$ cat config.mk
export PLATFORM = sky130hd
export DESIGN_NAME = flash_rd_seq
export DESIGN_NICKNAME = d
export VERILOG_FILES = /design/src/rtl/flash_rd_seq_pkg.sv /design/src/rtl/flash_rd_seq.sv
export SDC_FILE = /design/constraint.sdc
export NUM_CORES = 1
export LEC_CHECK = 0
export BUFFER_PORTS_ARGS = -buffer_cell sky130_fd_sc_hd__clkbuf_2
export CAP_MARGIN = 20
export CORE_MARGIN = 1
export CORE_UTILIZATION = 40
export CTS_CLUSTER_DIAMETER = 200
export DETAILED_ROUTE_END_ITERATION = 7
export MAX_ROUTING_LAYER = met4
export PLACE_DENSITY = 0.64
export SLEW_MARGIN = 20
export SYNTH_ARGS = -nofsm -noshare
export SYNTH_HDL_FRONTEND = slang
export SYNTH_SLANG_ARGS = --single-unit
export TNS_END_PERCENT = 30
$ cat constraint.sdc
create_clock -name clk -period 2.6 [get_ports clk]
set_input_delay 0.39 -clock clk [delete_from_list [all_inputs] [get_ports clk]]
set_output_delay 0.39 -clock clk [all_outputs]
set_load 0.02 [all_outputs]
$ cat src/rtl/flash_rd_seq_pkg.sv
// rtl/flash_rd_seq_pkg.sv - shared opcodes, bus formats and state encodings for the flash read sequencer
package flash_rd_seq_pkg;

    // Flash read opcodes
    localparam logic [7:0] CMD_READ_SDR  = 8'h03;
    localparam logic [7:0] CMD_READ_QUAD = 8'hEB;

    // Byte engine bus formats; FMT_OFF deasserts CS#
    localparam logic [2:0] FMT_OFF   = 3'b000;
    localparam logic [2:0] FMT_SDR_T = 3'b010;
    localparam logic [2:0] FMT_SDR_R = 3'b011;
    localparam logic [2:0] FMT_DDR_T = 3'b100;
    localparam logic [2:0] FMT_QDR_T = 3'b110;
    localparam logic [2:0] FMT_QDR_R = 3'b111;

    typedef enum logic [2:0] {
        ST_IDLE,
        ST_CMD,
        ST_ADDR,
        ST_MODE,
        ST_DUMMY,
        ST_DATA,
        ST_CSH
    } state_e;

    // Sub-phase of a byte slot: ISSUE is the f_wr cycle, WAIT0 is the
    // cycle in which f_ready is still stale, WAIT polls f_ready.
    typedef enum logic [1:0] {
        PH_ISSUE,
        PH_WAIT0,
        PH_WAIT
    } phase_e;

    // Address bytes go out MSB first; idx 0 selects bits [23:16].
    function automatic logic [7:0] addr_byte(input logic [23:0] a, input logic [1:0] idx);
        case (idx)
            2'd0:    return a[23:16];
            2'd1:    return a[15:8];
            default: return a[7:0];
        endcase
    endfunction

endpackage

$ cat src/rtl/flash_rd_seq.sv
// rtl/flash_rd_seq.sv - read sequencer driving the SPI flash byte engine through one read transaction
//
// Accepts one read request (addr, len, SDR/quad) and walks the engine through
// command, address, [mode, dummy,] data bytes, then holds CS# high for
// CSH_CYCLES before returning to idle.
//
// Ports:
//   clk, rst                   clock, synchronous active-high reset
//   start/quad/addr/len/prescale  request, sampled in IDLE
//   abort                      stop after the byte in flight
//   busy, done                 transaction in progress / one-cycle end pulse
//   rdata, rvalid              received data strobe stream
//   f_ready, f_dout            engine byte-complete and received byte
//   f_wr, f_din, f_format, f_prescale  engine controls (all registered)
module flash_rd_seq
    import flash_rd_seq_pkg::*;
#(
    parameter int CSH_CYCLES = 4,
    parameter int LEN_W      = 16
) (
    input  logic             clk,
    input  logic             rst,
    input  logic             start,
    input  logic             quad,
    input  logic [23:0]      addr,
    input  logic [LEN_W-1:0] len,
    input  logic [3:0]       prescale,
    input  logic             abort,
    output logic             busy,
    output logic             done,
    output logic [7:0]       rdata,
    output logic             rvalid,
    input  logic             f_ready,
    input  logic [7:0]       f_dout,
    output logic             f_wr,
    output logic [7:0]       f_din,
    output logic [2:0]       f_format,
    output logic [3:0]       f_prescale
);

    localparam int CSH_W = (CSH_CYCLES > 1) ? $clog2(CSH_CYCLES) : 1;

    state_e           state_q;
    phase_e           phase_q;
    logic [1:0]       idx_q;
    logic             quad_q;
    logic [23:0]      addr_q;
    logic [LEN_W-1:0] cnt_q;
    logic             abort_q;
    logic [CSH_W-1:0] csh_q;

    logic             busy_q;
    logic             done_q;
    logic             rvalid_q;
    logic [7:0]       rdata_q;
    logic             f_wr_q;
    logic [7:0]       f_din_q;
    logic [2:0]       f_format_q;
    logic [3:0]       f_prescale_q;

    // Slot that follows the current one once its byte completes
    state_e           nxt_state_d;
    logic [1:0]       nxt_idx_d;
    logic [7:0]       nxt_din_d;
    logic [2:0]       nxt_fmt_d;

    assign busy       = busy_q;
    assign done       = done_q;
    assign rvalid     = rvalid_q;
    assign rdata      = rdata_q;
    assign f_wr       = f_wr_q;
    assign f_din      = f_din_q;
    assign f_format   = f_format_q;
    assign f_prescale = f_prescale_q;

    always_comb begin
        nxt_state_d = ST_CSH;
        nxt_idx_d   = 2'd0;
        nxt_din_d   = 8'hFF;
        nxt_fmt_d   = FMT_OFF;
        case (state_q)
            ST_CMD: begin
                nxt_state_d = ST_ADDR;
                nxt_din_d   = addr_byte(addr_q, 2'd0);
                nxt_fmt_d   = quad_q ? FMT_QDR_T : FMT_SDR_T;
            end
            ST_ADDR: begin
                if (idx_q != 2'd2) begin
                    nxt_state_d = ST_ADDR;
                    nxt_idx_d   = idx_q + 2'd1;
                    nxt_din_d   = addr_byte(addr_q, idx_q + 2'd1);
                    nxt_fmt_d   = quad_q ? FMT_QDR_T : FMT_SDR_T;
                end else if (quad_q) begin
                    nxt_state_d = ST_MODE;
                    nxt_din_d   = 8'h00;
                    nxt_fmt_d   = FMT_QDR_T;
                end else begin
                    nxt_state_d = ST_DATA;
                    nxt_fmt_d   = FMT_SDR_R;
                end
            end
            ST_MODE: begin
                nxt_state_d = ST_DUMMY;
                nxt_fmt_d   = FMT_QDR_R;
            end
            ST_DUMMY: begin
                nxt_state_d = (idx_q == 2'd0) ? ST_DUMMY : ST_DATA;
                nxt_idx_d   = 2'd1;
                nxt_fmt_d   = FMT_QDR_R;
            end
            ST_DATA: begin
                // cnt_q still counts the byte completing now
                if (cnt_q != LEN_W'(1)) begin
                    nxt_state_d = ST_DATA;
                    nxt_fmt_d   = quad_q ? FMT_QDR_R : FMT_SDR_R;
                end
            end
            default: begin
            end
        endcase
        // An abort seen now or latched earlier wins over any further byte
        if (abort || abort_q) begin
            nxt_state_d = ST_CSH;
        end
    end

    always_ff @(posedge clk) begin
        if (rst) begin
            state_q      <= ST_IDLE;
            phase_q      <= PH_ISSUE;
            idx_q        <= 2'd0;
            quad_q       <= 1'b0;
            addr_q       <= 24'd0;
            cnt_q        <= '0;
            abort_q      <= 1'b0;
            csh_q        <= '0;
            busy_q       <= 1'b0;
            done_q       <= 1'b0;
            rvalid_q     <= 1'b0;
            rdata_q      <= 8'd0;
            f_wr_q       <= 1'b0;
            f_din_q      <= 8'd0;
            f_format_q   <= FMT_OFF;
            f_prescale_q <= 4'd0;
        end else begin
            f_wr_q   <= 1'b0;
            done_q   <= 1'b0;
            rvalid_q <= 1'b0;
            case (state_q)
                ST_IDLE: begin
                    if (start && (len != '0)) begin
                        state_q      <= ST_CMD;
                        phase_q      <= PH_ISSUE;
                        idx_q        <= 2'd0;
                        quad_q       <= quad;
                        addr_q       <= addr;
                        cnt_q        <= len;
                        abort_q      <= 1'b0;
                        busy_q       <= 1'b1;
                        f_prescale_q <= prescale;
                        f_wr_q       <= 1'b1;
                        f_din_q      <= quad ? CMD_READ_QUAD : CMD_READ_SDR;
                        f_format_q   <= FMT_SDR_T;
                    end
                end
                ST_CSH: begin
                    if (csh_q == CSH_W'(CSH_CYCLES - 1)) begin
                        state_q <= ST_IDLE;
                        busy_q  <= 1'b0;
                        done_q  <= 1'b1;
                    end else begin
                        csh_q <= csh_q + CSH_W'(1);
                    end
                end
                default: begin
                    if (abort) begin
                        abort_q <= 1'b1;
                    end
                    case (phase_q)
                        PH_ISSUE: phase_q <= PH_WAIT0;
                        PH_WAIT0: phase_q <= PH_WAIT;
                        default: begin
                            if (f_ready) begin
                                if (state_q == ST_DATA) begin
                                    rvalid_q <= 1'b1;
                                    rdata_q  <= f_dout;
                                    cnt_q    <= cnt_q - LEN_W'(1);
                                end
                                if (nxt_state_d == ST_CSH) begin
                                    state_q    <= ST_CSH;
                                    f_format_q <= FMT_OFF;
                                    csh_q      <= '0;
                                end else begin
                                    state_q    <= nxt_state_d;
                                    idx_q      <= nxt_idx_d;
                                    phase_q    <= PH_ISSUE;
                                    f_wr_q     <= 1'b1;
                                    f_din_q    <= nxt_din_d;
                                    f_format_q <= nxt_fmt_d;
                                end
                            end
                        end
                    endcase
                end
            endcase
        end
    end

endmodule

==> impl_results.md <==
- Status: finished clean
- Ant diodes: 0
- Synth top area share: 0.391
- FF-to-FF path depth: 6
- Maximum vdd drop: 0.270 mV
- Synth-to-Final Area Change: 19.8%
- Chip width: 102 microns
- Setup_tns: 0 ns
- Post-CTS setup repair buffer count: 0
- Final hold vios: 0
- Final setup viols: 0
- Arr. time, crit path: 2.48 ns
- FF+latch count, synth: 78
- Post-synth ARST share: 0
- CP endpoint kind: flop
- Fmax: 450 MHz
- HPWL Detailed: 7970 microns
- Cts repair resizes: 0
- Final Slew Violations: 0
- CP Buf/Inv Count: 0
- Area post-placement: 4550 sq um
- FF-to-FF End: idx_q[1]$_SDFFE_PP0P_
- R2R setup slack: 0.38 ns
- Crit-path max cell delay: 0.44 ns
- Max Cap Viol: 0
- Initial DRC count: 283
- Clock latency on the worst-skew pair: 0.36 ns
- Crit share post-route: 0.854
- Design area: 4780 sq um
- Synth Net Count: 595
- Fin Clk Skew: 0.0110 ns
- Antenna-violating nets left: 0
- Leakage power: 0.00190 uW
- Tmin final: 2.22 ns
- Pwr per Cell Area: 602 nW/um^2
- Antenna violations before repair: 0
- Startpoint types: flop
- Type of the worst min-delay path: in2reg
- Initial Util: 0.410
- RSZ-0062 raised after global routing: false
- Worst Hold Margin: 0.240 ns
- Vias in the first global route: 3782
- Seq/Total Area, Yosys: 0.391
- Hold_buf cts: 0
- Clk root buf: clkbuf_8
- Initial DRT Pass Iterations: 4
- Yosys top cell by area: dfxtp_1
- H-tree level count: 3
- Final nets: 669
- Wire length after detailed routing: 11100 microns
- CP Cell Sequence: ha_1, nor4b_1, nand4_1, o22ai_2, nor2_2, o31ai_1
- Mean post-synth cell area: 7.55 sq um
- All-layer global routing usage: 0.232
- Vias: 4057
- Grt ovf: 0
- RR Startpoint: cnt_q[0]$_SDFFE_PP0P_
- IO Pins: 85
- Die area: 10400 sq um
- Top_reg_cell synth: dfxtp_1
- EDFF count, synth: 0
- Die H: 102 microns
- Proportion of layout cells with a drive suffix above 1: 0.215
- Final GP Congestion: 0.900
- CP delay by family, top: simple AND/OR/NAND/NOR gates
- First-pass GRT wire length: 18300 microns
- Core Area: 9730 sq um
- Worst-path clk slew: 0.09 ns
- Worst-path maximum fanout: 7
- Worst Hold End: rdata[5]$_SDFFE_PP0P_
- CTS sink count: 78
- HP Start: f_dout[5]
- CTS Buf Count: 9
- I/O Buffers: 84
- Fill cell count: 1034
- Pwr Total: 2880 uW
- Crit path kind: reg2reg
- TritonCTS clock tree: built
- Synth top cells by count: 114 x nand2_1, 78 x dfxtp_1, 75 x a21oi_1, 32 x o21ai_0, 31 x nor2_1
- Warnings, synthesis: 0
- DRC viols: 0
- Largest net degree at the start of global routing: 41
- Vias per cell: 5.48
- Slowest stage cell on the critical path: dfxtp_1
- Hold Path Cell Cnt: 3
- Row cnt: 36
- Worst slew pin tran: 0.665 ns
- Distinct cells, synth: 62
- Top post-synthesis cells by area: dfxtp_1 39%, nand2_1 11%, a21oi_1 9.4%
- Wire per inst: 15.0 microns
- Count leader, synth: nand2_1
- Synthesized cell area: 3990 sq um
- Worst path required time: 2.85 ns
- Final Core Density: 0.492
- Mapped Cells: 529
- Clock Path Buffers: 2
- Max_slew headroom: 0.556
==> final cells by class <==
type | instances | area, sq um | share of cell area
Sequential cell | 78 | 1560 | 0.326
Multi-Input combinational cell | 407 | 2260 | 0.473
Inverter | 8 | 30.0 | 0.00628
Clock buffer | 10 | 138 | 0.0288
Clock inverter | 6 | 92.6 | 0.0194
Tap cell | 133 | 166 | 0.0348
Timing Repair Buffer | 99 | 533 | 0.111
==> cells by family after synthesis <==
group                      synth area share
AOI/OAI and AO/OA                     0.261
adders and majority gates            0.0251
DFF                                   0.391
and+or+nand+nor                       0.264
xor gates and xnor gates            0.00219
muxes                                0.0128
buffers and inverters                0.0442
==> report_power, final <==
| part | internal (uW) | leakage (uW) | switching [uW] |
|---|---|---|---|
| Combinational | 200 | 0.00116 | 309 |
| Sequential | 1260 | 0.000638 | 58.1 |
| Clock | 574 | 0.000110 | 479 |
==> cell usage in the layout (no fill, tap or decap), types with 3 or more instances in the layout <==
cell        n
a21oi_1    75
nand2b_1    6
clkbuf_2   84
nand2_1   114
and3b_1     3
clkbuf_8   10
nor2b_1     9
dfxtp_1    78
or2_2       4
a221oi_1    6
buf_4      15
mux2i_1     4
ha_1        8
nor2_1     30
inv_1       7
a31o_2      3
a22oi_1     7
nor4_1      8
o221ai_1    5
nand3_1    10
nand4_1     4
nor3_1     21
o31ai_1     6
a211oi_1    6
o21ai_0    32
==> stage by stage <==
stage,setup WS [ns],std cells
floorplan,0.795,529
detailed placement,0.283,725
finish,0.379,741
global placement,0.290,725
CTS,0.354,741
global route,0.267,741
==> sequential cells by signal, summed over array words and instances, names as in the netlist <==
name,count
abort_q,1
addr_q,24
busy,1
cnt_q,16
csh_q,2
done,1
f_din,8
f_format,3
f_prescale,4
f_wr,1
idx_q,2
phase_q,2
quad_q,1
rdata,8
rvalid,1
state_q,3
==> worst max-delay path by stage <==
stage	start	endpoint	slack, ns	cells after the start
2_1_floorplan	cnt_q[8]$_SDFFE_PP0P_	cnt_q[15]$_SDFFE_PP0P_	0.79	5
6_report	cnt_q[0]$_SDFFE_PP0P_	idx_q[1]$_SDFFE_PP0P_	0.38	6
3_5_place_dp	len[2]	idx_q[0]$_SDFFE_PP0P_	0.28	6
4_1_cts	state_q[2]$_SDFFE_PP0P_	addr_q[4]$_SDFFE_PP0P_	0.35	5
5_1_grt	cnt_q[0]$_SDFFE_PP0P_	idx_q[1]$_SDFFE_PP0P_	0.27	6
3_3_place_gp	len[2]	cnt_q[3]$_SDFFE_PP0P_	0.29	6
==> layer usage <==
metal | part of all wire | GRT usage
met1 | 0.47 | 0.294
met2 | 0.48 | 0.375
met3 | 0.043 | 0.0520
met4 | 0.0085 | 0.0560
met5 | 0 | -
==> tightest hold or removal path, cell delays in order <==
cell      delay, ns
clkbuf_2       0.08
nand2_1        0.04
a21oi_1        0.05
Power figures use the tool's default switching activity.
